==> src/rtl/regfile_arb_2port_if.sv <==
// -----------------------------------------------------------------------------
// regfile_arb_2port_if
//   Bundles the two requesters' request and response channels of the
//   regfile_arb_2port arbiter.
//
//   Parameters
//      p_nbits : data width of one regfile word
//      p_nregs : number of regfile words (address width = $clog2(p_nregs))
//
//   Signals (per requester N = 0/1)
//      reqN_val/reqN_rdy      request handshake (rdy = grant this cycle)
//      reqN_type              0 = read, 1 = write
//      reqN_addr/reqN_data    word address / write data
//      respN_val/respN_rdy    response handshake (val = response buffer full)
//      respN_type/respN_data  type of completed request / read data (0 for writes)
//
//   Modports
//      master : client engine side (drives requests, consumes responses)
//      slave  : arbiter side
// -----------------------------------------------------------------------------
interface regfile_arb_2port_if #(
   parameter int p_nbits = 4,
   parameter int p_nregs = 4
);
   logic                       req0_val;
   logic                       req0_rdy;
   logic                       req0_type;
   logic [$clog2(p_nregs)-1:0] req0_addr;
   logic [p_nbits-1:0]         req0_data;
   logic                       resp0_val;
   logic                       resp0_rdy;
   logic                       resp0_type;
   logic [p_nbits-1:0]         resp0_data;

   logic                       req1_val;
   logic                       req1_rdy;
   logic                       req1_type;
   logic [$clog2(p_nregs)-1:0] req1_addr;
   logic [p_nbits-1:0]         req1_data;
   logic                       resp1_val;
   logic                       resp1_rdy;
   logic                       resp1_type;
   logic [p_nbits-1:0]         resp1_data;

   modport master (
      output req0_val, req0_type, req0_addr, req0_data, resp0_rdy,
      input  req0_rdy, resp0_val, resp0_type, resp0_data,
      output req1_val, req1_type, req1_addr, req1_data, resp1_rdy,
      input  req1_rdy, resp1_val, resp1_type, resp1_data
   );

   modport slave (
      input  req0_val, req0_type, req0_addr, req0_data, resp0_rdy,
      output req0_rdy, resp0_val, resp0_type, resp0_data,
      input  req1_val, req1_type, req1_addr, req1_data, resp1_rdy,
      output req1_rdy, resp1_val, resp1_type, resp1_data
   );
endinterface

==> src/rtl/regfile_arb_2port.sv <==
// -----------------------------------------------------------------------------
// regfile_arb_2port
//   Round-robin arbiter/sequencer sharing one 1R/1W register file with a
//   combinational read port between two requesters. At most one request is
//   granted per cycle; the granted request drives the regfile ports directly
//   and its response is captured into that requester's one-entry buffer at
//   the same clock edge (1-cycle latency).
//
//   Optional feature macro: REGFILE_ARB_FIXED_PRIO_EN
//      defined   : requester 0 always wins a tie (requester 1 may starve)
//      undefined : round-robin tie break (default)
//
//   Ports
//      clk       clock, all state on posedge
//      rst_n     asynchronous active-low reset
//      bus       regfile_arb_2port_if.slave, both requesters' channels
//      rf_wen    regfile write enable (forced 0 while rst_n=0)
//      rf_waddr  regfile write address
//      rf_wdata  regfile write data
//      rf_raddr  regfile read address (0 when nothing is granted)
//      rf_rdata  regfile combinational read data
// -----------------------------------------------------------------------------
module regfile_arb_2port #(
   parameter int p_nbits = 4,
   parameter int p_nregs = 4
) (
   input  logic                       clk,
   input  logic                       rst_n,
   regfile_arb_2port_if.slave         bus,
   output logic                       rf_wen,
   output logic [$clog2(p_nregs)-1:0] rf_waddr,
   output logic [p_nbits-1:0]         rf_wdata,
   output logic [$clog2(p_nregs)-1:0] rf_raddr,
   input  logic [p_nbits-1:0]         rf_rdata
);
   localparam int c_aw = $clog2(p_nregs);

   // Requester channels flattened into index-able form
   logic [1:0]         req_val;
   logic [1:0]         req_type;
   logic [1:0]         resp_rdy;
   logic [c_aw-1:0]    req_addr [2];
   logic [p_nbits-1:0] req_data [2];

   logic [1:0]         resp_val;
   logic [1:0]         resp_type;
   logic [p_nbits-1:0] resp_data [2];

   logic [1:0]         elig;
   logic [1:0]         grant;
   logic               any_grant;
   logic               sel;
   logic               prio;

   assign req_val     = {bus.req1_val,  bus.req0_val};
   assign req_type    = {bus.req1_type, bus.req0_type};
   assign resp_rdy    = {bus.resp1_rdy, bus.resp0_rdy};
   assign req_addr[0] = bus.req0_addr;
   assign req_addr[1] = bus.req1_addr;
   assign req_data[0] = bus.req0_data;
   assign req_data[1] = bus.req1_data;

   // A full buffer blocks a new grant even if it drains this same cycle, so
   // there is no combinational path from resp_rdy to req_rdy.
   assign elig = req_val & ~resp_val;

   // Grants are gated by rst_n so nothing (in particular no write) is
   // accepted in a cycle where reset is asserted asynchronously.
   assign grant[0] = rst_n & elig[0] & (~elig[1] | ~prio);
   assign grant[1] = rst_n & elig[1] & (~elig[0] |  prio);

   assign any_grant = |grant;
   assign sel       = grant[1];   // index of the granted requester

   assign rf_raddr = any_grant ? req_addr[sel] : '0;
   assign rf_waddr = req_addr[sel];
   assign rf_wdata = req_data[sel];
   assign rf_wen   = any_grant & req_type[sel];

   assign bus.req0_rdy   = grant[0];
   assign bus.req1_rdy   = grant[1];
   assign bus.resp0_val  = resp_val[0];
   assign bus.resp1_val  = resp_val[1];
   assign bus.resp0_type = resp_type[0];
   assign bus.resp1_type = resp_type[1];
   assign bus.resp0_data = resp_data[0];
   assign bus.resp1_data = resp_data[1];

   // -------------------------------------------------------------------------
   // Tie-break priority
   // -------------------------------------------------------------------------
`ifdef REGFILE_ARB_FIXED_PRIO_EN
   assign prio = 1'b0;
`else
   logic prio_q;
   logic prio_d;

   // The requester just served loses the next tie.
   always_comb begin
      prio_d = prio_q;
      if (grant[0]) begin
         prio_d = 1'b1;
      end else if (grant[1]) begin
         prio_d = 1'b0;
      end
   end

   always_ff @(posedge clk or negedge rst_n) begin
      if (!rst_n) begin
         prio_q <= 1'b0;
      end else begin
         prio_q <= prio_d;
      end
   end

   assign prio = prio_q;
`endif

   // -------------------------------------------------------------------------
   // Per-requester one-entry response buffers
   // -------------------------------------------------------------------------
   genvar gi;
   generate
      for (gi = 0; gi < 2; gi++) begin : g_resp
         logic               val_q;
         logic               val_d;
         logic               type_q;
         logic               type_d;
         logic [p_nbits-1:0] data_q;
         logic [p_nbits-1:0] data_d;

         // Grant and drain are mutually exclusive: a grant needs an empty
         // buffer, a drain needs a full one. Draining keeps type/data.
         always_comb begin
            val_d  = val_q;
            type_d = type_q;
            data_d = data_q;
            if (grant[gi]) begin
               val_d  = 1'b1;
               type_d = req_type[gi];
               // rf_rdata is the pre-write value: only one op per cycle.
               data_d = req_type[gi] ? '0 : rf_rdata;
            end else if (val_q && resp_rdy[gi]) begin
               val_d = 1'b0;
            end
         end

         always_ff @(posedge clk or negedge rst_n) begin
            if (!rst_n) begin
               val_q  <= 1'b0;
               type_q <= 1'b0;
               data_q <= '0;
            end else begin
               val_q  <= val_d;
               type_q <= type_d;
               data_q <= data_d;
            end
         end

         assign resp_val[gi]  = val_q;
         assign resp_type[gi] = type_q;
         assign resp_data[gi] = data_q;
      end
   endgenerate

endmodule
==> src/flat_wrapper.sv <==
// flat-port wrapper written by rule: the top's interface ports become plain ports
module regfile_arb_2port_flat 
#(
   parameter int p_nbits = 4,
   parameter int p_nregs = 4
)
  (clk, rst_n, rf_wen, rf_waddr, rf_wdata, rf_raddr, rf_rdata, bus_req0_val, bus_req0_type, bus_req0_addr, bus_req0_data, bus_resp0_rdy, bus_req0_rdy, bus_resp0_val, bus_resp0_type, bus_resp0_data, bus_req1_val, bus_req1_type, bus_req1_addr, bus_req1_data, bus_resp1_rdy, bus_req1_rdy, bus_resp1_val, bus_resp1_type, bus_resp1_data);
  regfile_arb_2port_if #(.p_nbits(p_nbits), .p_nregs(p_nregs)) bus_i ();
  input  logic clk;
  input  logic rst_n;
  output logic rf_wen;
  output logic [$clog2(p_nregs)-1:0] rf_waddr;
  output logic [p_nbits-1:0] rf_wdata;
  output logic [$clog2(p_nregs)-1:0] rf_raddr;
  input  logic [p_nbits-1:0] rf_rdata;
  input wire logic [$bits(bus_i.req0_val)-1:0] bus_req0_val;
  input wire logic [$bits(bus_i.req0_type)-1:0] bus_req0_type;
  input wire logic [$bits(bus_i.req0_addr)-1:0] bus_req0_addr;
  input wire logic [$bits(bus_i.req0_data)-1:0] bus_req0_data;
  input wire logic [$bits(bus_i.resp0_rdy)-1:0] bus_resp0_rdy;
  output wire logic [$bits(bus_i.req0_rdy)-1:0] bus_req0_rdy;
  output wire logic [$bits(bus_i.resp0_val)-1:0] bus_resp0_val;
  output wire logic [$bits(bus_i.resp0_type)-1:0] bus_resp0_type;
  output wire logic [$bits(bus_i.resp0_data)-1:0] bus_resp0_data;
  input wire logic [$bits(bus_i.req1_val)-1:0] bus_req1_val;
  input wire logic [$bits(bus_i.req1_type)-1:0] bus_req1_type;
  input wire logic [$bits(bus_i.req1_addr)-1:0] bus_req1_addr;
  input wire logic [$bits(bus_i.req1_data)-1:0] bus_req1_data;
  input wire logic [$bits(bus_i.resp1_rdy)-1:0] bus_resp1_rdy;
  output wire logic [$bits(bus_i.req1_rdy)-1:0] bus_req1_rdy;
  output wire logic [$bits(bus_i.resp1_val)-1:0] bus_resp1_val;
  output wire logic [$bits(bus_i.resp1_type)-1:0] bus_resp1_type;
  output wire logic [$bits(bus_i.resp1_data)-1:0] bus_resp1_data;
  assign bus_i.req0_val = bus_req0_val;
  assign bus_i.req0_type = bus_req0_type;
  assign bus_i.req0_addr = bus_req0_addr;
  assign bus_i.req0_data = bus_req0_data;
  assign bus_i.resp0_rdy = bus_resp0_rdy;
  assign bus_req0_rdy = bus_i.req0_rdy;
  assign bus_resp0_val = bus_i.resp0_val;
  assign bus_resp0_type = bus_i.resp0_type;
  assign bus_resp0_data = bus_i.resp0_data;
  assign bus_i.req1_val = bus_req1_val;
  assign bus_i.req1_type = bus_req1_type;
  assign bus_i.req1_addr = bus_req1_addr;
  assign bus_i.req1_data = bus_req1_data;
  assign bus_i.resp1_rdy = bus_resp1_rdy;
  assign bus_req1_rdy = bus_i.req1_rdy;
  assign bus_resp1_val = bus_i.resp1_val;
  assign bus_resp1_type = bus_i.resp1_type;
  assign bus_resp1_data = bus_i.resp1_data;
  regfile_arb_2port #(.p_nbits(p_nbits), .p_nregs(p_nregs)) u_core (.clk(clk), .rst_n(rst_n), .bus(bus_i), .rf_wen(rf_wen), .rf_waddr(rf_waddr), .rf_wdata(rf_wdata), .rf_raddr(rf_raddr), .rf_rdata(rf_rdata));
endmodule
==> config.mk <==
export PLATFORM = sky130hd
export DESIGN_NAME = regfile_arb_2port_flat
export DESIGN_NICKNAME = d
export VERILOG_FILES = /design/src/rtl/regfile_arb_2port_if.sv /design/src/rtl/regfile_arb_2port.sv /design/src/flat_wrapper.sv
export SDC_FILE = /design/constraint.sdc
export NUM_CORES = 1
export LEC_CHECK = 0
export BUFFER_PORTS_ARGS = -buffer_cell sky130_fd_sc_hd__buf_4
export CORE_ASPECT_RATIO = 0.75
export CORE_MARGIN = 8
export CORE_UTILIZATION = 41
export CTS_BUF_LIST = sky130_fd_sc_hd__clkbuf_16
export CTS_CLUSTER_DIAMETER = 150
export DETAILED_ROUTE_END_ITERATION = 10
export PLACE_DENSITY_LB_ADDON = 0.3
export SYNTH_ARGS = -nofsm -noshare
export SYNTH_HDL_FRONTEND = slang
export SYNTH_SLANG_ARGS = --single-unit
export TNS_END_PERCENT = 20
==> constraint.sdc <==
create_clock -name clk -period 2.2 [get_ports clk]
set_input_delay 0.44 -clock clk [delete_from_list [all_inputs] [get_ports clk]]
set_output_delay 0.44 -clock clk [all_outputs]
set_load 0.05 [all_outputs]
**Word-level counts from Yosys, hierarchy flattened**

Cells that the tools add are included.

- Output and inout bits: 23
- Bits in registers: 13
- Word-level logic and storage cells: 45

- Muxes and demuxes: 17
- Order comparisons: 2
- Bitwise logic cells: 13
- Reduce and logical (&&, ||, !) cells: 6

Operators with widths:

| operator | number |
|---|---|
| $mux 4 | 5 |
| $mux 1 | 8 |
| $mux 2 | 4 |
| $reduce_bool 2->1 | 3 |
| $and 1x1->1 | 5 |
| $not 1->1 | 3 |
| $and 2x2->2 | 1 |
| $ge 2x2->1 const B | 1 |
| $logic_and 1x1->1 | 2 |
| $lt 1x2->1 const B | 1 |
| $not 1->2 | 1 |
| $not 2->2 | 1 |
| $or 1x1->1 | 2 |
| $reduce_or 2->1 | 1 |

**Depth between registers and ports, before layout**

Gate-level depths: netlist of the first run.

- Word-level depth: 10
- Depth in mapped cells: 5
- Gate-level depth less buffers: 3

**Worst setup path before layout of the first run**

OpenSTA, ideal clock, no wires.

- Path type: reg-to-output
- Start point: register u_core.g_resp[1].val_q, in the netlist u_core.bus.resp1_val
- End point: output port rf_raddr[0]
- Path buffers: 2
- Data arrival time: 2.193 ns
- Cell stages (with the launch flop): 6
- Path slack: -0.433 ns
- Cells stage by stage: dfrtp_1 > nor2b_2 > o311a_1 > buf_6 > buf_12 > mux2i_1

- Longest elaborated chain between the ends: 9
- Elaborated cells between the ends (all ways): 13
- Those cells by class: mux: 4; bitwise: 8; reduce/logical: 1

Ends and longest elaborated chain:

| what | RTL line | RTL |
|---|---|---|
| from (decl) | regfile_arb_2port.sv:125 | `logic val_q;` |
| from (signal assigned) | regfile_arb_2port.sv:154 | `val_q <= val_d;` |
| $not 2->2 (*) | regfile_arb_2port.sv:65 | `assign elig = req_val & ~resp_val;` |
| $and 2x2->2 (*) | regfile_arb_2port.sv:65 |  |
| $and 1x1->1 (*) (2 in a row) | regfile_arb_2port.sv:70 | `assign grant[1] = rst_n & elig[1] & (~elig[0] \| prio);` |
| via bus_req1_rdy | flat_wrapper.sv:30 | `output wire logic [$bits(bus_i.req1_rdy)-1:0] bus_req1_rdy;` |
| $not 1->2 (implied by the code) | regfile_arb_2port.sv:75 | `assign rf_raddr = any_grant ? req_addr[sel] : '0;` |
| $mux 2 (implied by the code) (3 in a row) | regfile_arb_2port.sv:75 |  |
| $mux 2 (*) | regfile_arb_2port.sv:75 |  |
| to (decl) | flat_wrapper.sv:14 | `output logic [$clog2(p_nregs)-1:0] rf_raddr;` |

The timed path passes the listed nets; every way through them passes the cells marked *. The select of a mux whose other input is x is not followed.

**Worst setup path after layout of the first run**

- Start point: register u_core.g_resp[1].val_q, in the netlist u_core.bus.resp1_val
- End point: output port rf_wdata[3]

- Longest elaborated chain between the ends: 8

Ends and longest elaborated chain:

| what | RTL line | RTL |
|---|---|---|
| $not 2->2 | regfile_arb_2port.sv:65 |  |
| $and 2x2->2 | regfile_arb_2port.sv:65 |  |
| $and 1x1->1 (2 in a row) | regfile_arb_2port.sv:70 |  |
| $not 1->2 (implied by the code) | regfile_arb_2port.sv:77 | `assign rf_wdata = req_data[sel];` |
| $mux 4 (implied by the code) (3 in a row) | regfile_arb_2port.sv:77 |  |
| to (decl) | flat_wrapper.sv:13 | `output logic [p_nbits-1:0] rf_wdata;` |

No other way between the ends. The select of a mux whose other input is x is not followed.

==> impl_metrics.tcl, run 1 <==
set metrics [dict create \
    synth_top_cell_by_area "dfrtp_1" \
    cpMaxStageDelayCell "dfrtp_1" \
    slew_headroom_pct 80.2 \
    ctsHoldBuffers 0 \
    die_area_mm2 0.00342 \
    powerDensity_mw_per_mm2 979 \
    p_int_mw 0.762 \
    crit_type "reg2out" \
    nets 139 \
    p_sw_mw 0.505 \
    cap_violations 0 \
    drc 0 \
    top_usage_layer "met2" \
    insertion_delay_ps 240 \
    first_pass_iters 2 \
    yosysTopAreaCellShare_pct 44.1 \
    synth_flop_cell "dfrtp_1" \
    timing.final.crit_share_pct 98.3 \
    synthTopCellsByCount "dfrtp_1, mux2_2, nor2b_1, inv_1, mux2_4" \
    ys_seq_area_share_pct 44.1 \
    num_vias 673 \
    grt_max_degree 18 \
    die_h_um 52.7 \
    htree_levels 1 \
    endpoint_kind "primary output" \
    globalRouteMet2Util_pct 27.7 \
    max_freq_ghz 0.463 \
    post-route-min-period_ps 2160 \
    routedWlPerCell_um 16.9 \
    combinationalPowerShare_pct 46.7 \
    yosysMostFrequentCell "dfrtp_1" \
    syn_inst 58 \
    first_iter_violations 4 \
    tightest_slew_ps 296 \
    hold_viol_final 0 \
    drive_above_1_share_pct 70.2 \
    grt_use_met1_pct 12.3 \
    drtAntennaViolNets 0 \
    setup_viol 0 \
    hold_class "in2async" \
    synth.distinct_cells 16 \
    worstPathCellList "nor2b_2 -> o311a_4 -> buf_12 -> mux2_2 -> buf_4" \
    path_clk_slew_ps 50 \
    hold_ws_ps 152 \
    final_core_utilization_pct 75.8 \
    cts_buffers 3 \
    gp_congestion 0.784 \
    critPathArrivalTime_ps 1720 \
    path_delay_family "flip-flops" \
    synth_area_leaders "dfrtp_1, mux2_2, mux2_4" \
    required_ps 1760 \
    antenna_found_initial 0 \
    power.leakage_nw 0.671 \
    routed_via_density 4.95 \
    total_power_mw 1.27 \
    antennaDiodeCount 0 \
    syn_avg_cell_area_um2 12.7 \
    root_buffer "clkbuf_16" \
    core_mm2 0.00171 \
    routed_wl_mm 2.30 \
    fp.dieW_um 65.0 \
    drv_slew 0 \
    clk_path_buf_depth 2 \
    cts.sink_count 13 \
    critPathMaxFanout 6 \
    grt_pass1_vias 788 \
    io_pins 47 \
    port_buffers 46 \
    async_flop_share_pct 100 \
    yosysWarnings 0 \
    cp-start-kind "register" \
    synthToLayoutAreaGrowth_pct 75.6 \
    skew_ps 2.88 \
    synth_area_um2 737 \
    hpwlAfterDp_mm 1.76 \
    vdd_drop_max_mv 0.773 \
    ys_seq_elements 13 \
    grt_pass1_wl_mm 3.63 \
    p_sw_share_pct 39.8 \
    start_util_pct 43.2 \
    syn-num-nets 82 \
    setup_tns_ps 0 \
    pwr-share-seq_pct 26.7 \
    pwr-share-clk_pct 26.6 \
    grt_util_met3_pct 5.56 \
    rows 13 \
    status "completed" \
    grt.overflow.total 0 \
    max_stage_delay_ps 400 \
    grt_usage_pct 13.9 \
    synth_edf_count 0 \
    cp_num_buf_inv 2 \
    cts_tree "yes" \
]
==> final timing paths <==
kind | start | to | slack [ps] | depth (start not counted)
max | u_core.bus.resp1_val | rf_wdata[3] | 40 | 5
min | rst_n | u_core.bus.resp0_type | 150 | 2
max reg2reg | u_core.bus.resp0_val | u_core.bus.resp1_data[1] | 530 | 5
min reg2reg | u_core.bus.resp1_data[0] | u_core.bus.resp1_data[0] | 500 | 1
max in group asynchronous | rst_n | u_core.bus.resp0_val | 1860 | 2
min in group clk | bus_resp0_rdy | u_core.bus.resp0_val | 470 | 3
==> kinds of logic (layout without fill, tap and decap cells) <==
family                 Yosys count  count (layout)  share of synthesized area (%)
muxes                           18              18                           29.7
DFF                             13              13                           44.1
and+or+nand+nor                 11              11                           9.85
AOI/OAI and AO/OA                9               9                           9.51
buffers and inverters            7              63                           6.79
==> registers in the layout, indices dropped and copies added, names as in the netlist <==
| name | flops |
|---|---|
| u_core.bus.resp0_data | 4 |
| u_core.bus.resp0_type | 1 |
| u_core.bus.resp0_val | 1 |
| u_core.bus.resp1_data | 4 |
| u_core.bus.resp1_type | 1 |
| u_core.bus.resp1_val | 1 |
| u_core.prio | 1 |
==> through the flow <==
step,instances,setup slack (ps),cell area [um^2]
floorplan,58,-64.2,771
global placement,128,184,1150
detailed placement,128,114,1150
CTS,134,12.7,1250
global route,136,-9.03,1290
finish,136,38.3,1290
==> layer usage <==
| layer | share of wire (%) | routed length [um] | vias up |
|---|---|---|---|
| met5 | 0 | 0 | - |
| met4 | 1.5 | 34 | 0 |
| met3 | 7.2 | 166 | 5 |
| met2 | 54 | 1250 | 22 |
| met1 | 37 | 847 | 330 |
| li1 | - | - | 316 |
==> what timing repair did <==
item	CTS	global route
setup buffers	2	1
setup endpoints to repair	1	6
hold endpoints to repair	0	0
resized for setup	0	2
gates cloned	0	1
pin swaps	1	1
==> cells in the final DEF (no fill, tap or decap) <==
| cell type | netlist | routed |
|---|---|---|
| o21ai_0 | 1 | 1 |
| dfrtp_2 | 0 | 1 |
| buf_4 | 0 | 52 |
| nor2b_2 | 1 | 1 |
| a22o_2 | 0 | 1 |
| a21o_1 | 3 | 3 |
| inv_1 | 5 | 6 |
| mux2i_4 | 0 | 2 |
| mux2_4 | 5 | 5 |
| buf_12 | 1 | 1 |
| nor2b_1 | 9 | 9 |
| mux2_2 | 11 | 11 |
| o211ai_1 | 2 | 2 |
| a21oi_4 | 0 | 1 |
| o311a_4 | 0 | 1 |
| nand3b_1 | 1 | 1 |
| dfrtp_1 | 13 | 12 |
| clkbuf_16 | 0 | 4 |
==> area by class of cell <==
class	count	area, um^2
clock buffers	3	75.1
clock inverters	1	3.75
fillers	126	414
inverters	5	18.8
multi-input cells	38	407
flip-flops and latches	13	327
well taps	22	27.5
repair buffers	54	435
==> power by group through the flow <==
stage / Clock, mW / Sequential [mW] / Combinational, mW
6_report: 0.337 / 0.338 / 0.592
3_5_place_dp: 0 / 0.338 / 0.579
4_1_cts: 0.340 / 0.335 / 0.586
2_1_floorplan: 0 / 0.522 / 0.200
3_3_place_gp: 0 / 0.335 / 0.569
5_1_grt: 0.356 / 0.346 / 0.617
No activity file was read; power rests on OpenSTA's default activity.
==> inputs of run 2 (changes only) <==
--- a/config.mk
+++ b/config.mk
@@ -5,10 +5,11 @@
 export SDC_FILE = /design/constraint.sdc
 export NUM_CORES = 1
 export LEC_CHECK = 0
+export ABC_AREA = 1
 export BUFFER_PORTS_ARGS = -buffer_cell sky130_fd_sc_hd__buf_4
 export CORE_ASPECT_RATIO = 0.75
 export CORE_MARGIN = 8
-export CORE_UTILIZATION = 41
+export CORE_UTILIZATION = 40
 export CTS_BUF_LIST = sky130_fd_sc_hd__clkbuf_16
 export CTS_CLUSTER_DIAMETER = 150
 export DETAILED_ROUTE_END_ITERATION = 10
==> run 2 against run 1 <==
- core utilization fell by 6.7 points
- sequential cell count unchanged
- clock power rose by 1%
- sequential share of layout area grew 2.4 points
- critical path depth grew 2
- synthesized area down 2.9%
- clock skew shrank 1.9 ps
- sequential power fell by 5%
- final cell count rose by 22%
- fmax grew 8.3%
- synthesized cell count grew 60%
- design area is 8.9% lower
- critical path type unchanged
==> impl_metrics.tcl, run 2 <==
set metrics [dict create \
    num_vias 764 \
    nets 169 \
    timing.final.crit_share_pct 90.7 \
    tightest_slew_ps 230 \
    endpoint_kind "primary output" \
    rsz0062_at_grt "false" \
    synth_top_cell_by_area "dfrtp_1" \
    routedWlPerCell_um 13.5 \
    drive_above_1_share_pct 46.5 \
    pwr-share-seq_pct 26.8 \
    post-route-min-period_ps 2000 \
    path_clk_slew_ps 50 \
    start_util_pct 41.9 \
    synth_area_um2 716 \
    io_pins 47 \
    drc 0 \
    pwr-share-clk_pct 28.4 \
    routed_via_density 4.60 \
    combinationalPowerShare_pct 44.8 \
    final_cell_mix "buf_4, nand2_1, inv_1, dfrtp_1, o21ai_2" \
    skew_ps 0.944 \
    max_freq_ghz 0.501 \
    die_h_um 52.6 \
    required_ps 1760 \
    fp.dieW_um 64.8 \
    vdd_drop_max_mv 0.737 \
    core_mm2 0.00171 \
    critPathArrivalTime_ps 1560 \
    syn_avg_cell_area_um2 7.70 \
    drv_slew 0 \
    multi_input_area_um2 308 \
    p_sw_share_pct 42.1 \
    gp_congestion 0.723 \
    final-seq-area_um2 325 \
    grt_max_degree 20 \
    grt_pass1_vias 812 \
    hold_ws_ps 149 \
    fillers 138 \
    setup_tns_ps 0 \
    async_flop_share_pct 100 \
    insertion_delay_ps 240 \
    cts_tree "yes" \
    drtAntennaViolNets 0 \
    rows 13 \
    synth_edf_count 0 \
    ys_seq_area_share_pct 45.5 \
    hpwlAfterDp_mm 1.82 \
    grt_pass1_wl_mm 3.62 \
    die_area_mm2 0.00341 \
    synthTopCellsByCount "nand2_1, inv_1, dfrtp_1, o21ai_2" \
    routed_wl_mm 2.25 \
    port_buffers 46 \
    critPathMaxFanout 19 \
    syn-num-nets 117 \
    final_common_cell "buf_4" \
    p_sw_mw 0.505 \
    powerDensity_mw_per_mm2 1020 \
    syn_inst 93 \
    hold_class "in2async" \
    first_pass_iters 2 \
    synth.distinct_cells 14 \
    cp-start-kind "register" \
    cap_violations 0 \
    hold_viol_final 0 \
    crit_type "reg2out" \
    synthToLayoutAreaGrowth_pct 64.7 \
    synth_flop_cell "dfrtp_1" \
    clk_path_buf_depth 2 \
    antennaDiodeCount 0 \
    first_iter_violations 22 \
    htree_levels 1 \
    p_int_mw 0.696 \
    power.leakage_nw 0.684 \
    slew_headroom_pct 84.6 \
    setup_viol 0 \
    root_buffer "clkbuf_16" \
    status "completed" \
    synth_area_leaders "dfrtp_1, nand2_1, o21ai_2" \
    final_core_utilization_pct 69.0 \
    cts.sink_count 13 \
    post-cts-setup-buffers 0 \
    ys_seq_elements 13 \
    grt_usage_pct 13.3 \
    cts_buffers 3 \
    yosysMostFrequentCell "nand2_1" \
    yosysTopAreaCellShare_pct 45.5 \
    antenna_found_initial 0 \
    yosysWarnings 0 \
    grt.overflow.total 0 \
]
-- run 2: cell types whose count changed in the layout (fill, tap and decap cells not counted), sizes merged, moves of 3 or more --
cell | before | now
nand2 | 0 | 40
mux2 | 16 | 0
nor2 | 0 | 3
a21o | 3 | 0
buf | 53 | 48
o21ai | 1 | 13
nor2b | 10 | 0
nand3 | 0 | 5
inv | 6 | 16
-- run 2: path summary, 6_finish.rpt --
| path | startpoint | endpoint | slack, ps | depth (start not counted) |
|---|---|---|---|---|
| setup / recovery | u_core.bus.resp0_val | rf_wdata[0] | 200 | 7 |
| hold / removal | rst_n | u_core.bus.resp0_type | 150 | 2 |
| setup reg to reg | u_core.bus.resp0_val | u_core.bus.resp0_data[3] | 1050 | 7 |
| hold reg to reg | u_core.bus.resp0_data[1] | u_core.bus.resp0_data[1] | 480 | 2 |
| max in group asynchronous | rst_n | u_core.bus.resp0_val | 1470 | 2 |
| min in group clk | bus_resp0_rdy | u_core.bus.resp0_val | 390 | 2 |
-- run 2: repair_timing --
action	CTS	global route
setup endpoints to repair	0	0
hold endpoints to repair	3	0
gates resized for setup	0	0
hold buffers	1	0
-- run 2: layout make-up --
| type | instances | area share (%) |
|---|---|---|
| clock inverters | 1 | 0.425 |
| inverters | 17 | 5.73 |
| repair buffers | 49 | 31.4 |
| well taps | 22 | 2.34 |
| multi-input cells | 61 | 26.1 |
| flip-flops and latches | 13 | 27.6 |
| clock buffers | 3 | 6.37 |
-- run 2: cell families (layout without fill, tap and decap cells) --
| logic type | after synthesis | count (layout) | share of synthesized area, % |
|---|---|---|---|
| AOI/OAI and AO/OA | 13 | 13 | 13.8 |
| buffers and inverters | 19 | 70 | 11.5 |
| DFF | 13 | 13 | 45.5 |
| and+or+nand+nor | 48 | 48 | 29.2 |
-- run 2: per-stage QoR --
stage | cell area (um^2) | worst slack [ps] | std cells | total power [mW]
4_1_cts | 1180 | 207 | 166 | 1.21
6_report | 1180 | 204 | 166 | 1.20
2_1_floorplan | 719 | 23.4 | 93 | 0.682
3_5_place_dp | 1090 | 333 | 161 | 0.865
3_3_place_gp | 1090 | 373 | 161 | 0.852
5_1_grt | 1180 | 100 | 166 | 1.25
-- run 2: critical path, stage by stage, from the launching register on --
cell and delay, ps:
dfrtp_1 370, inv_1 90, nand3_2 110, nand2_4 230, clkinvlp_4 170, nand2_1 90, nand2_1 60, buf_4 190
-- run 2: metal layers --
metal / share of wire [%] / up-vias / track usage, %
met3: 8.9 / 5 / 5.98
li1: - / 382 / -
met1: 39 / 353 / 13.5
met5: 0 / - / 0
met4: 0.89 / 0 / 4.33
met2: 51 / 24 / 24.2
-- run 2: power groups by stage --
| stage | Clock [mW] | Combinational, mW | Sequential, mW |
|---|---|---|---|
| after detailed placement | 0 | 0.540 | 0.325 |
| after floorplan | 0 | 0.194 | 0.489 |
| after global routing | 0.353 | 0.571 | 0.327 |
| final | 0.341 | 0.539 | 0.322 |
| after CTS | 0.345 | 0.544 | 0.322 |
| after global placement | 0 | 0.531 | 0.321 |
